`config.mk`:
```
export PLATFORM = sky130hd
export DESIGN_NAME = ball_motion
export DESIGN_NICKNAME = d
export VERILOG_FILES = /design/src/rtl/ball_motion.sv
export SDC_FILE = /design/constraint.sdc
export NUM_CORES = 1
export LEC_CHECK = 0
export ABC_AREA = 1
export CAP_MARGIN = 10
export CORE_ASPECT_RATIO = 2
export CORE_MARGIN = 5
export CORE_UTILIZATION = 28
export CTS_CLUSTER_SIZE = 12
export DETAILED_ROUTE_END_ITERATION = 6
export SLEW_MARGIN = 20
export SYNTH_ARGS = -nofsm -noshare
export SYNTH_HDL_FRONTEND = slang
export SYNTH_SLANG_ARGS = --single-unit
```
`constraint.sdc`:
```
create_clock -name clk -period 4.64 [get_ports clk]
set_input_delay 0.696 -clock clk [delete_from_list [all_inputs] [get_ports clk]]
set_output_delay 0.696 -clock clk [all_outputs]
set_load 0.02 [all_outputs]
```
`src/rtl/ball_motion.sv`:
```
// ball_motion: ball engine for the brick-breaker game.
// Moves an SIZE x SIZE ball across a 640x480 screen once per tick, reflects it
// off the walls, the paddle and bricks, and handles serve, miss and lives.
//
// Ports
//   clk, rst           system clock, asynchronous active-low reset
//   launch_n           serve button (active-low, asynchronous to clk)
//   paddle_*           live paddle geometry from the paddle block
//   brick_hit          one-cycle request for a vertical reflection
//   x, y, active_pixels VGA scan position and visible-area flag
//   vga_color          ball colour layer (combinational)
//   ball_x, ball_y     registered ball top-left position
//   ball_size          constant SIZE
//   lives, game_over   remaining lives, game-over flag
//   ball_lost          one-cycle pulse when the ball is missed
//
// state     | meaning
// ----------+-----------------------------------------------------------
// SERVE     | ball rides on the paddle, waiting for a launch press
// MOVING    | ball in flight, updated once per tick
// LOST      | ball missed; frozen for LOST_TICKS ticks
// GAME_OVER | no lives left; ball hidden until reset
module ball_motion #(
  parameter int TICK_MAX   = 208333,
  parameter int SIZE       = 8,
  parameter int LIVES      = 3,
  parameter int LOST_TICKS = 120
) (
  input  logic        clk,
  input  logic        rst,
  input  logic        launch_n,
  input  logic [9:0]  paddle_x,
  input  logic [9:0]  paddle_y,
  input  logic [9:0]  paddle_width,
  input  logic [9:0]  paddle_height,
  input  logic        brick_hit,
  input  logic [9:0]  x,
  input  logic [9:0]  y,
  input  logic        active_pixels,
  output logic [23:0] vga_color,
  output logic [9:0]  ball_x,
  output logic [9:0]  ball_y,
  output logic [9:0]  ball_size,
  output logic [2:0]  lives,
  output logic        game_over,
  output logic        ball_lost
);

  typedef enum logic [1:0] {SERVE, MOVING, LOST, GAME_OVER} state_t;

  localparam int          LCW      = $clog2(LOST_TICKS) + 1;
  localparam logic [19:0] TICK_W   = 20'(TICK_MAX);
  localparam logic [10:0] SIZE_W   = 11'(SIZE);
  localparam logic [10:0] HALF_W   = 11'(SIZE / 2);
  localparam logic [10:0] SCR_W    = 11'd640;
  localparam logic [10:0] SCR_H    = 11'd480;
  localparam logic [9:0]  RST_X    = 10'd316;
  localparam logic [9:0]  RST_Y    = 10'd432;

  state_t           state, state_n;
  logic [19:0]      tick_cnt;
  logic             tick;
  logic             sync_1, sync_2, launch_q;
  logic [1:0]       warm;
  logic             launch_evt;
  logic             dx, dy, dx_n, dy_n;
  logic [9:0]       ball_x_n, ball_y_n;
  logic [2:0]       lives_n;
  logic             ball_lost_n;
  logic [LCW-1:0]   lost_cnt, lost_cnt_n;
  logic             pending, pending_n;

  // 11-bit views so "+SIZE" and "+width" never wrap in comparisons
  logic [10:0] bx, by, px, py, pw, xx, yy, centre, quarter;
  logic        miss, paddle_hit, steer_left, steer_right, in_ball;
  logic [9:0]  serve_x, serve_y;

  // Only the paddle's top edge matters for contact.
  logic unused_paddle_height;
  assign unused_paddle_height = ^paddle_height;

  assign bx = {1'b0, ball_x};
  assign by = {1'b0, ball_y};
  assign px = {1'b0, paddle_x};
  assign py = {1'b0, paddle_y};
  assign pw = {1'b0, paddle_width};
  assign xx = {1'b0, x};
  assign yy = {1'b0, y};

  assign tick = (tick_cnt == TICK_W);

  always_ff @(posedge clk or negedge rst) begin
    if (!rst)      tick_cnt <= '0;
    else if (tick) tick_cnt <= '0;
    else           tick_cnt <= tick_cnt + 20'd1;
  end

  // Two-flop synchronizer plus edge register. The warm-up counter keeps the
  // reset value of the flops from looking like a press when the button is
  // already held as reset is released.
  always_ff @(posedge clk or negedge rst) begin
    if (!rst) begin
      sync_1   <= 1'b1;
      sync_2   <= 1'b1;
      launch_q <= 1'b1;
      warm     <= 2'd0;
    end else begin
      sync_1   <= launch_n;
      sync_2   <= sync_1;
      launch_q <= sync_2;
      if (warm != 2'd3) warm <= warm + 2'd1;
    end
  end

  assign launch_evt = (warm == 2'd3) && launch_q && !sync_2;

  assign serve_x = paddle_x + (paddle_width >> 1) - 10'(SIZE / 2);
  assign serve_y = paddle_y - 10'(SIZE);

  assign miss        = dy && ((by + SIZE_W) >= SCR_H);
  assign paddle_hit  = dy && ((by + SIZE_W) == py) && ((bx + SIZE_W) > px) && (bx < (px + pw));
  assign centre      = bx + HALF_W;
  assign quarter     = pw >> 2;
  assign steer_left  = centre < (px + quarter);
  assign steer_right = centre >= (px + pw - quarter);

  always_ff @(posedge clk or negedge rst) begin
    if (!rst) begin
      state     <= SERVE;
      ball_x    <= RST_X;
      ball_y    <= RST_Y;
      dx        <= 1'b1;
      dy        <= 1'b0;
      lives     <= 3'(LIVES);
      ball_lost <= 1'b0;
      lost_cnt  <= '0;
      pending   <= 1'b0;
    end else begin
      state     <= state_n;
      ball_x    <= ball_x_n;
      ball_y    <= ball_y_n;
      dx        <= dx_n;
      dy        <= dy_n;
      lives     <= lives_n;
      ball_lost <= ball_lost_n;
      lost_cnt  <= lost_cnt_n;
      pending   <= pending_n;
    end
  end

  always_comb begin
    state_n     = state;
    ball_x_n    = ball_x;
    ball_y_n    = ball_y;
    dx_n        = dx;
    dy_n        = dy;
    lives_n     = lives;
    ball_lost_n = 1'b0;
    lost_cnt_n  = lost_cnt;
    pending_n   = 1'b0;
    case (state)
      SERVE: begin
        ball_x_n = serve_x;
        ball_y_n = serve_y;
        if (launch_evt) begin
          state_n = MOVING;
          dx_n    = 1'b1;
          dy_n    = 1'b0;
        end
      end
      MOVING: begin
        pending_n = pending || brick_hit;
        if (tick) begin
          pending_n = 1'b0;
          if (miss) begin
            state_n     = LOST;
            lives_n     = lives - 3'd1;
            ball_lost_n = 1'b1;
            lost_cnt_n  = LCW'(LOST_TICKS - 1);
          end else begin
            if (paddle_hit) begin
              dy_n = 1'b0;
              if (steer_left)       dx_n = 1'b0;
              else if (steer_right) dx_n = 1'b1;
            end else if (pending || brick_hit) begin
              dy_n = !dy;
            end
            // Walls are checked against the already-updated flags so a
            // paddle/brick decision can never push the ball off screen.
            if (dx_n && ((bx + SIZE_W) >= SCR_W))  dx_n = 1'b0;
            else if (!dx_n && (ball_x == 10'd0))   dx_n = 1'b1;
            if (!dy_n && (ball_y == 10'd0))        dy_n = 1'b1;
            ball_x_n = dx_n ? ball_x + 10'd1 : ball_x - 10'd1;
            ball_y_n = dy_n ? ball_y + 10'd1 : ball_y - 10'd1;
          end
        end
      end
      LOST: begin
        if (tick) begin
          if (lost_cnt == '0) state_n = (lives != 3'd0) ? SERVE : GAME_OVER;
          else                lost_cnt_n = lost_cnt - LCW'(1);
        end
      end
      default: begin
      end
    endcase
  end

  assign in_ball = active_pixels && (state != GAME_OVER) &&
                   (xx >= bx) && (xx < (bx + SIZE_W)) &&
                   (yy >= by) && (yy < (by + SIZE_W));

  assign vga_color = in_ball ? 24'hFFFFFF : 24'h000000;
  assign ball_size = 10'(SIZE);
  assign game_over = (state == GAME_OVER);

endmodule

```
==> results.ini <==
[run_status]
status = finished, violations left
violations = setup timing

[final_layout]
layout_common_cells = nand2_1 (194), inv_1 (175), buf_4 (142), ha_1 (125), clkdlybuf4s50_1 (90)
design_area_mm2 = 0.0115
stdcell_count = 1753
final_core_util = 0.393
area_growth_pct = 39.3
diodes = 0
finish.net_count = 1604
layout_commonest_cell = nand2_1
drive_gt1_frac = 0.237

[timing]
max_freq_mhz = 189
finalClockSkew_ns = 0.00482
setup_viol = 10
rsz0062_at_grt = yes
hold_violations = 0
tns_ns = -3.62
relSlewSlack = 0.458
worst_slack_ns = -0.639
drv_slew = 0
worstMarginPinSlew_ns = 0.813
finalCriticalPeriod_ns = 5.28
min_period_over_period = 1.14
holdWs_ns = 0.357

[drt]
detail_route.first_pass.iterations = 5
wl_um = 25000
drc = 0
avgViaCountPerCell = 4.67
vias = 8178
avgRoutedWirePerCell_um = 14.2
ant_nets = 0
drt_iter0_drc = 396

[placed_design]
placed_cell_area_mm2 = 0.0105
numPortBuffers = 103
dpl.cell_count = 1717
pre_cts_slack_ns = -1.36
dpl.hpwl_um = 20200
place.gp.congestion = 0.844

[power_and_ir_drop]
p_sw_mw = 3.48
p_total_mw = 7.10
swShare = 0.490
seq_power_share = 0.133
comb_power_share = 0.768
p_per_area_mw_per_mm2 = 618
vdd_drop_max_uv = 474
p_leak_nw = 5.58
p_int_mw = 3.62
p_clk_frac = 0.099

[logic_synthesis]
netlist_instances = 1160
synth.largest_area_cell = ha_1
synth_top_flop_cell = dfrtp_1
synth_edf_count = 0
yosysWarnings = 0
avgSynthCellArea_um2 = 7.11
synth_area_leaders = ha_1 (23%), dfrtp_1 (14%), nand2_1 (9.5%), inv_1 (8.4%), a21oi_1 (6.0%)
synth_top_cell_area_share = 0.226
synth_area_mm2 = 0.00825
synth_seq_cells = 62
seq_area_frac_synth = 0.190
yosysUniqueCellTypes = 57
async_reset_ff_frac = 1.00

[clock_network]
cts_hold_buf = 0
cts_tree = built
numCtsBuffers = 9
clockBufferDepth = 2
htree_levels = 3
clk_latency_ns = 0.35
cts-root-buf = clkbuf_16
cts_sinks = 62
clk_pin_slew_ns = 0.06

[worst_setup_path]
cp.required_ns = 4.91
cp_slowest_stage_delay_ns = 0.44
start_kind = input pin
arrival_ns = 5.55
criticalPathCategory = input pin to flop
crit_family = simple AND/OR/NAND/NOR gates
critPathSlowestCell = fa_2
path_buf_inv = 2
critPathMaxFanout = 8
critPathMostFrequentCell = nand2_1
cp-end-kind = flop

[die]
num_rows = 89
start_util = 0.282
coreArea_mm2 = 0.0293
num_io_pins = 124
die_width_um = 131
die_area_mm2 = 0.0332
die_h_um = 253

[global_routing]
grt_max_degree = 34
antenna_found_initial = 0
track_usage = 0.151
gr-total-overflow = 0
grt_pass1_wl_um = 41800
grt_pass1_vias = 8443

[min_path]
hp-class = flop to flop

[job]
cap_violations = 0

state kept, by name, indices dropped and copies added, names as in the netlist:
signal / flops
pending: 1
ball_x: 10
sync_2: 1
tick_cnt: 20
dx: 1
launch_q: 1
ball_y: 10
lost_cnt: 8
state: 2
warm: 2
ball_lost: 1
dy: 1
lives: 3
sync_1: 1
Yosys cell counts (all sizes together), types with 3 or more instances:
library cell,count
a22oi,3
fa,6
clkbuf,5
nor2,99
dfrtp,47
o2111ai,5
xor2,35
o21a,6
o22ai,8
o211ai,7
nand2,218
inv,189
and3,3
ha,149
o21bai,11
a211oi,3
buf,39
dfstp,15
xnor2,11
nor3,16
nand3,54
o21ai,70
a31oi,7
nand3b,6
nor4,11
a21oi,101
nand4,19
metal layers:
metal | vias to the layer above | GRT usage | wire length, um
met3 | 32 | 0.0239 | 1080
met1 | 3677 | 0.201 | 11900
met2 | 180 | 0.255 | 11600
met5 | - | 0 | 0
li1 | 4289 | - | -
met4 | 0 | 0.0403 | 454
cell type report:
type | count | area (um^2)
Tap cell | 364 | 455
Clock buffer | 11 | 243
Inverter | 191 | 737
Sequential cell | 62 | 1570
Timing Repair Buffer | 249 | 2110
Clock inverter | 5 | 58.8
Multi-Input combinational cell | 871 | 6320
Fill cell | 3014 | 17800
power groups by stage:
stage | logic [mW] | registers [mW] | clock network [mW]
6_report | 5.45 | 0.944 | 0.704
5_1_grt | 6.14 | 0.965 | 0.737
4_1_cts | 5.10 | 0.925 | 0.719
3_5_place_dp | 4.74 | 0.922 | 0
3_3_place_gp | 4.71 | 0.924 | 0
2_1_floorplan | 3.00 | 0.966 | 0
cells by family (layout without fill, tap and decap cells):
logic type,Yosys count,in the layout,share of synthesized area
adder cells (fa/ha/maj),155,155,0.240
multiplexers,2,2,0.00258
buffers and inverters,235,456,0.125
flip-flops,62,62,0.190
AND/OR/NAND/NOR,430,430,0.234
other,2,10,0.000910
XOR/XNOR,46,46,0.0488
AO/OA/AOI/OAI,228,228,0.157
final timing paths:
check | to | slack, ns | start | cells after the start
worst max-delay path | ball_x[8] | -0.64 | paddle_x[0] | 37
worst min-delay path | sync_2 | 0.36 | sync_1 | 0
worst max register to register | ball_x[8] | 0.36 | ball_x[4] | 29
worst min register to register | sync_2 | 0.36 | sync_1 | 0
max in group asynchronous | dx | 3.26 | rst | 2
min in group asynchronous | lost_cnt[1] | 0.44 | rst | 1
what timing repair did:
item	CTS	global route
setup buffers	12	8
pin swaps	50	26
setup endpoints to repair	17	41
gates resized for setup	91	70
Note: power is estimated with default switching activity, not from simulation.
